[src/rtl/uart_int_pkg.sv]
// Shared constants for the UART interrupt arbiter: FSM states, default sizing, source indices.
`timescale 1ns/1ps
package uart_int_pkg;

  typedef enum logic [1:0] {
    IDLE     = 2'd0,
    ISSUE    = 2'd1,
    WAIT_ACK = 2'd2
  } arb_state_e;

  localparam int N_SRC_DEF = 4;
  localparam int ID_W_DEF  = 2;

  localparam int SRC_RXRDY = 0;
  localparam int SRC_TXRDY = 1;
  localparam int SRC_FERR  = 2;
  localparam int SRC_OVR   = 3;

endpackage

[src/rtl/uart_int_arb_pos_edge_det.sv]
// Single-bit rising-edge detector used once per UART event source.
`timescale 1ns/1ps
module pos_edge_det (
  input  logic clk,
  input  logic rst,
  input  logic in,
  output logic pulse
);

  logic in_q;
  logic in_d;

  always_comb in_d = in;

  // History keeps tracking the input through reset, so a level held high across reset is not an event.
  always_ff @(posedge clk) begin
    in_q <= in_d;
  end

  assign pulse = in & ~in_q & ~rst;

endmodule

[src/rtl/uart_int_arb.sv]
// Interrupt source arbiter feeding the interrupt SR flop; one request in flight until acknowledged.
// Build option UART_INT_RR_ARB_EN selects round-robin grant instead of fixed lowest-index priority.
`timescale 1ns/1ps
module uart_int_arb
  import uart_int_pkg::*;
#(
  parameter int N_SRC = N_SRC_DEF,
  parameter int ID_W  = ID_W_DEF
) (
  input  logic             clk,
  input  logic             rst,
  input  logic [N_SRC-1:0] evt,
  input  logic             int_busy,
  input  logic             int_ack,
  input  logic             ovr_clr,
  output logic             int_set,
  output logic [ID_W-1:0]  cause_id,
  output logic [N_SRC-1:0] pending,
  output logic [N_SRC-1:0] overrun
);

  // state    | meaning
  // IDLE     | nothing in flight; grant when pending, SR flop clear and no ack
  // ISSUE    | int_set pulse this cycle; granted pending bit is cleared
  // WAIT_ACK | request held at CPU until int_ack

  arb_state_e       state_q, state_d;
  logic             int_set_q, int_set_d;
  logic [ID_W-1:0]  cause_id_q, cause_id_d;
  logic [N_SRC-1:0] pending_q, pending_d;
  logic [N_SRC-1:0] overrun_q, overrun_d;
  logic [N_SRC-1:0] evt_edge;
  logic [N_SRC-1:0] issue_clr;
  logic [ID_W-1:0]  grant;
  logic [ID_W-1:0]  cand;

  for (genvar g = 0; g < N_SRC; g++) begin : g_edge
    pos_edge_det u_edge (
      .clk   (clk),
      .rst   (rst),
      .in    (evt[g]),
      .pulse (evt_edge[g])
    );
  end

`ifdef UART_INT_RR_ARB_EN
  logic [ID_W-1:0] rr_ptr_q, rr_ptr_d;

  always_comb begin
    grant = '0;
    cand  = '0;
    for (int k = N_SRC-1; k >= 0; k--) begin
      cand = ID_W'((int'(rr_ptr_q) + k) % N_SRC);
      if (pending_q[cand]) grant = cand;
    end
  end
`else
  always_comb begin
    grant = '0;
    cand  = '0;
    for (int i = N_SRC-1; i >= 0; i--) begin
      cand = ID_W'(i);
      if (pending_q[cand]) grant = cand;
    end
  end
`endif

  always_comb begin
    issue_clr = (state_q == ISSUE) ? (N_SRC'(1) << cause_id_q) : '0;
    // A fresh edge on the source being cleared re-arms it and is not an overrun.
    pending_d = (pending_q & ~issue_clr) | evt_edge;
    overrun_d = (ovr_clr ? '0 : overrun_q) | (evt_edge & pending_q & ~issue_clr);
  end

  always_comb begin
    state_d    = state_q;
    int_set_d  = 1'b0;
    cause_id_d = cause_id_q;
`ifdef UART_INT_RR_ARB_EN
    rr_ptr_d   = rr_ptr_q;
`endif
    unique case (state_q)
      IDLE: begin
        if (|pending_q && !int_busy && !int_ack) begin
          state_d    = ISSUE;
          int_set_d  = 1'b1;
          cause_id_d = grant;
`ifdef UART_INT_RR_ARB_EN
          rr_ptr_d   = (grant == ID_W'(N_SRC-1)) ? '0 : grant + 1'b1;
`endif
        end
      end
      ISSUE:    state_d = WAIT_ACK;
      WAIT_ACK: if (int_ack) state_d = IDLE;
      default:  state_d = IDLE;
    endcase
  end

  always_ff @(posedge clk) begin
    if (rst) begin
      state_q    <= IDLE;
      int_set_q  <= 1'b0;
      cause_id_q <= '0;
      pending_q  <= '0;
      overrun_q  <= '0;
`ifdef UART_INT_RR_ARB_EN
      rr_ptr_q   <= '0;
`endif
    end else begin
      state_q    <= state_d;
      int_set_q  <= int_set_d;
      cause_id_q <= cause_id_d;
      pending_q  <= pending_d;
      overrun_q  <= overrun_d;
`ifdef UART_INT_RR_ARB_EN
      rr_ptr_q   <= rr_ptr_d;
`endif
    end
  end

  assign int_set  = int_set_q;
  assign cause_id = cause_id_q;
  assign pending  = pending_q;
  assign overrun  = overrun_q;

endmodule

[config.mk]
export PLATFORM = sky130hd
export DESIGN_NAME = uart_int_arb
export DESIGN_NICKNAME = d
export VERILOG_FILES = /design/src/rtl/uart_int_pkg.sv /design/src/rtl/uart_int_arb_pos_edge_det.sv /design/src/rtl/uart_int_arb.sv
export SDC_FILE = /design/constraint.sdc
export NUM_CORES = 1
export LEC_CHECK = 0
export ABC_AREA = 1
export CAP_MARGIN = 10
export CORE_MARGIN = 2
export CORE_UTILIZATION = 51
export CTS_BUF_LIST = sky130_fd_sc_hd__clkbuf_4
export DETAILED_ROUTE_END_ITERATION = 10
export PLACE_DENSITY = 0.92
export SETUP_SLACK_MARGIN = 0.05
export SLEW_MARGIN = 20
export SYNTH_ARGS = -nofsm -noshare
export SYNTH_HDL_FRONTEND = slang
export SYNTH_SLANG_ARGS = --single-unit
export TNS_END_PERCENT = 10
[constraint.sdc]
create_clock -name clk -period 1.3 [get_ports clk]
set_input_delay 0.325 -clock clk [delete_from_list [all_inputs] [get_ports clk]]
set_output_delay 0.325 -clock clk [all_outputs]
set_load 0.05 [all_outputs]
# After elaboration in Yosys (flattened, before gate mapping)
# Index checks and enable logic that the tools add are counted.
dict set report op_classes {
  n_eq_ne 4
  n_shift 1
  n_reduce_logical 9
  bitwise 20
  muxes 10
}
# op n
set op_table {}
lappend op_table {{$and 4x4->4} 3}
lappend op_table {{$mux 2} 6}
lappend op_table {{$and 1x1->1} 8}
lappend op_table {{$mux 4} 2}
lappend op_table {{$or 4x4->4} 2}
lappend op_table {{$not 1->1} 6}
lappend op_table {{$pmux 2 s3} 1}
lappend op_table {{$ne 2x2->1 const B} 2}
lappend op_table {{$not 4->4} 1}
lappend op_table {{$reduce_and 2->1} 2}
lappend op_table {{$reduce_or 4->1} 1}
lappend op_table {{$shl 1x2->4 const A} 1}
lappend op_table {{$eq 2x1->1 const B} 1}
lappend op_table {{$eq 2x2->1 const B} 1}
lappend op_table {{$logic_and 1x1->1} 2}
lappend op_table {{$logic_not 1->1} 2}
lappend op_table {{$logic_not 2->1} 1}
lappend op_table {{$reduce_or 2->1} 1}
lappend op_table {{$mux 1} 1}
dict set report totals {
  out_inout_bits 11
  register_bits 17
}

# Depth between registers and ports, before layout
dict set report depth {
  word_depth 6
  depth_mapped 7
  depth_no_buf 7
}

# Hierarchy
# Synthesis repeated with hierarchy kept, for this count alone.
dict set report hier_totals {
  cells_unflattened 97
  hier_area_um2 696.9
}
# mod seq_area_each_um2 n_inst cells_each area_per_inst_um2
set by_module_without_submodules {}
lappend by_module_without_submodules {uart_int_arb 260.2 1 81 561.8}
lappend by_module_without_submodules {pos_edge_det 20.0 4 4 33.8}

# Worst setup path after synthesis
# No wires, ideal clock.
dict set report synth_path {
  path_kind {register to register}
  start {register cause_id_q[0] (netlist: cause_id[0])}
  end {register pending_q[1] (netlist: pending[1])}
  synth_period_minus_slack_ps 1233
  path_stages_with_launch 6
  path_buffers 0
  t_arrival_ps 1119
  slack_ps 67
  cell_sequence {dfxtp_1 > inv_1 > nor2_1 > a21oi_1 > nor2_1 > nor2_1}
}
dict set report synth_via {
  elab_chain_len 5
}
# item line
set synth_rtl {}
lappend synth_rtl {{from (decl)} uart_int_arb.sv:29} ;# logic [ID_W-1:0] cause_id_q, cause_id_d;
lappend synth_rtl {{from (signal assigned)} uart_int_arb.sv:112} ;# cause_id_q <= cause_id_d;
lappend synth_rtl {{$shl 1x2->4} uart_int_arb.sv:69} ;# issue_clr = (state_q == ISSUE) ? (N_SRC'(1) << cause_id_q) : '0;
lappend synth_rtl {{$mux 4} uart_int_arb.sv:69}
lappend synth_rtl {{$not 4->4} uart_int_arb.sv:71} ;# pending_d = (pending_q & ~issue_clr) | evt_edge;
lappend synth_rtl {{$and 4x4->4} uart_int_arb.sv:71}
lappend synth_rtl {{$or 4x4->4} uart_int_arb.sv:71}
lappend synth_rtl {{to (signal assigned)} uart_int_arb.sv:113} ;# pending_q <= pending_d;
lappend synth_rtl {{to (decl)} uart_int_arb.sv:30} ;# logic [N_SRC-1:0] pending_q, pending_d;
# No other way between the ends.
# A chain may end at the register's enable or synchronous reset.

# Worst setup path after layout
dict set report layout_path {
  start {register pending_q[3] (netlist: pending[3])}
  end {output pending[3]}
}
# item line
set layout_lines {}
lappend layout_lines {{to (decl)} uart_int_arb.sv:18} ;# output logic [N_SRC-1:0] pending,
# No word-level cell between the ends.

==> results.py <==
metrics = {
    "place": {
        "gp_congestion": 0.741,
        "placed_cells": 120,
        "dp_slack_ns": -0.0669,
        "dp_hpwl_um": 1130,
        "dpl_cell_area_sq_um": 1000,
        "portBuffers": 19,
    },
    "cts": {
        "clockBufferDepth": 2,
        "ctsHtreeMaxLevel": 1,
        "clock_latency_ns": 0.30,
        "cts.sinks": 17,
        "clk_pin_slew_ns": 0.09,
        "cts_tree": "yes",
        "clockRootBuffer": "clkbuf_4",
        "post-cts-setup-buffers": 0,
        "numCtsBuffers": 3,
        "hold_buffers": 0,
    },
    "cells_and_area": {
        "drive_above_1_share_pct": 31.2,
        "areaGrowthSynthToFinish_pct": 52.4,
        "antennaDiodeCount": 0,
        "finish.net_count": 119,
        "fillers": 81,
        "design_area_sq_um": 1030,
        "finalNonFillerCells": 124,
    },
    "critical_path": {
        "path_buf_inv": 1,
        "r2r_end": "pending[1]$_SDFF_PP0_",
        "required_ns": 0.98,
        "critPathMaxStageDelay_ns": 0.45,
        "reg2reg_from": "cause_id[0]$_SDFFE_PP0P_",
        "crit_fanout": 5,
        "worstPathArrival_ns": 0.92,
        "cp_num_cells": 1,
        "cp_cell_sequence": "buf_12",
        "startpoint_type": "register",
        "path_delay_family": "flip-flops",
        "crit_slowest_cell": "dfxtp_1",
        "reg2reg_depth": 5,
        "path_class": "reg -> out",
        "rrSetupSlack_ns": 0.32,
        "cp-end-kind": "output pin",
    },
    "grt": {
        "met2_usage_pct": 42.5,
        "grt_pass1_vias": 623,
        "top_usage_layer": "met2",
        "grt_util_met3_pct": 8.89,
        "globalRouteMet1Util_pct": 18.9,
        "antenna_found_initial": 0,
        "grt_pass1_wl_um": 2350,
        "grt_use_total_pct": 23.1,
        "overflow": 0,
        "grt_max_degree": 10,
    },
    "sta": {
        "fmax_mhz": 805,
        "hold_viol_final": 0,
        "setup_ws_ns": 0.0576,
        "rsz0062_at_grt": "true",
        "slew_headroom_pct": 85.2,
        "fin_crit_sh_pct": 95.6,
        "worst_pin_slew_ns": 0.222,
        "slew_viol_final": 0,
        "min_period_ns": 1.24,
        "skew_ns": 0.00348,
        "finalSetupViolCount": 0,
    },
    "logic_synthesis": {
        "syn_inst": 85,
        "synthTopCellsByCount": "dfxtp_1 (17), nand2_1 (15), nor2_1 (14), inv_1 (7), nand3_1 (7)",
        "async_reset_ff_share_pct": 0,
        "syn_area_per_cell_sq_um": 7.98,
        "syn_area_sq_um": 678,
        "synth.top_cell.area_share_pct": 50.2,
        "netlist-cell-type-count": 17,
        "synth_most_common_cell": "dfxtp_1",
        "synth_top_cells_by_area": "dfxtp_1 (50%), nand2_1 (8.3%), nor2_1 (7.7%)",
        "yosys.area.top_type": "dfxtp_1",
        "synthFlopType": "dfxtp_1",
        "synth_edf_count": 0,
        "yosysSeqAreaShare_pct": 50.2,
        "syn_nets": 94,
        "synth_warnings": 0,
        "ys_ff_latch": 17,
    },
    "die": {
        "die_area_sq_um": 1640,
        "die_x_um": 40.5,
        "row_count": 13,
        "io_pins": 20,
        "die_h_um": 40.5,
        "core_sq_um": 1270,
        "initial_core_util_pct": 53.5,
    },
    "min_path": {
        "worstHoldEndpoint": "g_edge[2].u_edge.in_q$_DFF_P_",
        "holdPathStages": 1,
        "hp-class": "in -> reg",
        "min_from": "evt[2]",
    },
    "pwr": {
        "power_density_nw_per_um2": 1040,
        "peakVddDrop_uv": 885,
        "leakagePower_nw": 0.447,
    },
    "detailed_routing": {
        "first_pass_iters": 4,
        "drt_iter0_drc": 8,
        "drc": 0,
        "num_vias": 626,
        "wire_per_inst_um": 11.7,
        "ant_nets": 0,
        "viasPerCell": 5.05,
        "wirelength_um": 1450,
    },
    "flow_run": {
        "drv_cap": 0,
    },
    "status": {
        "status": "finished, final reports clean",
    },
}
## layout make-up
cell class              instances  area [sq um]  area share, %
multi-input cells              55           273           26.4
well taps                      15          18.8           1.82
inverters                      12          53.8           5.21
clock buffers                   4          30.0           2.91
flip-flops and latches         17           343           33.2
repair buffers                 21           315           30.5
## per-layer routing
metal,vias to the layer above,part of all wire [%]
met5,-,0
met4,0,3.3
met3,7,4.9
met2,19,53
met1,291,38
li1,309,-
## metrics by stage
stage               utilization, %  hold WS (ns)  total power [mW]  setup TNS [ns]
floorplan                        -         0.353             0.682               0
global route                  81.5         0.494              1.12               0
global placement              78.9         0.491             0.774          -0.148
finish                        81.5         0.500              1.08               0
CTS                           81.4         0.493              1.09               0
detailed placement            78.9         0.500             0.781          -0.355
## layout by cell type (no fill, tap or decap), types with 3 or more instances in the layout
cell              n
inv_1             7
nor2_1           14
clkbuf_4          4
nand2_2           3
nand2_1          15
dfxtp_1          15
a21oi_1           5
nand3_1           7
clkdlybuf4s50_1   8
buf_12           11
nor2_2            4
## flip-flops by register name (all words and copies together) (netlist names)
name	cells
g_edge.u_edge.in_q	4
cause_id	2
state_q	2
pending	4
int_set	1
overrun	4
## how the worst max path moves through the flow
stage	slack, ns	start	endpoint
after floorplan	0.07	cause_id[0]$_SDFFE_PP0P_	pending[1]$_SDFF_PP0_
after global placement	-0.04	rst	pending[0]$_SDFF_PP0_
after detailed placement	-0.07	rst	pending[3]$_SDFF_PP0_
after CTS	0.003	cause_id[1]$_SDFFE_PP0P_	cause_id[1]
after global routing	0.02	pending[3]$_SDFF_PP0_	pending[3]
final	0.06	pending[3]$_SDFF_PP0_	pending[3]
## repair_timing
item                                    CTS  global route
gates cloned                              0             0
resized for setup                         1             1
pin swaps                                 0             0
endpoints found under the setup margin    3             3
## where the power goes
group	switching [mW]	total, mW	internal, mW
logic	0.107	0.203	0.0966
registers	0.0241	0.567	0.543
clock network	0.168	0.308	0.141
total	0.299	1.08	0.780
## cell families after synthesis
group	Yosys count	share of synthesized area, %
AND/OR/NAND/NOR	48	35.1
flip-flops	17	50.2
buffers and inverters	13	9.59
AO/OA/AOI/OAI	7	5.17
Note: power is estimated with default switching activity, not from simulation.
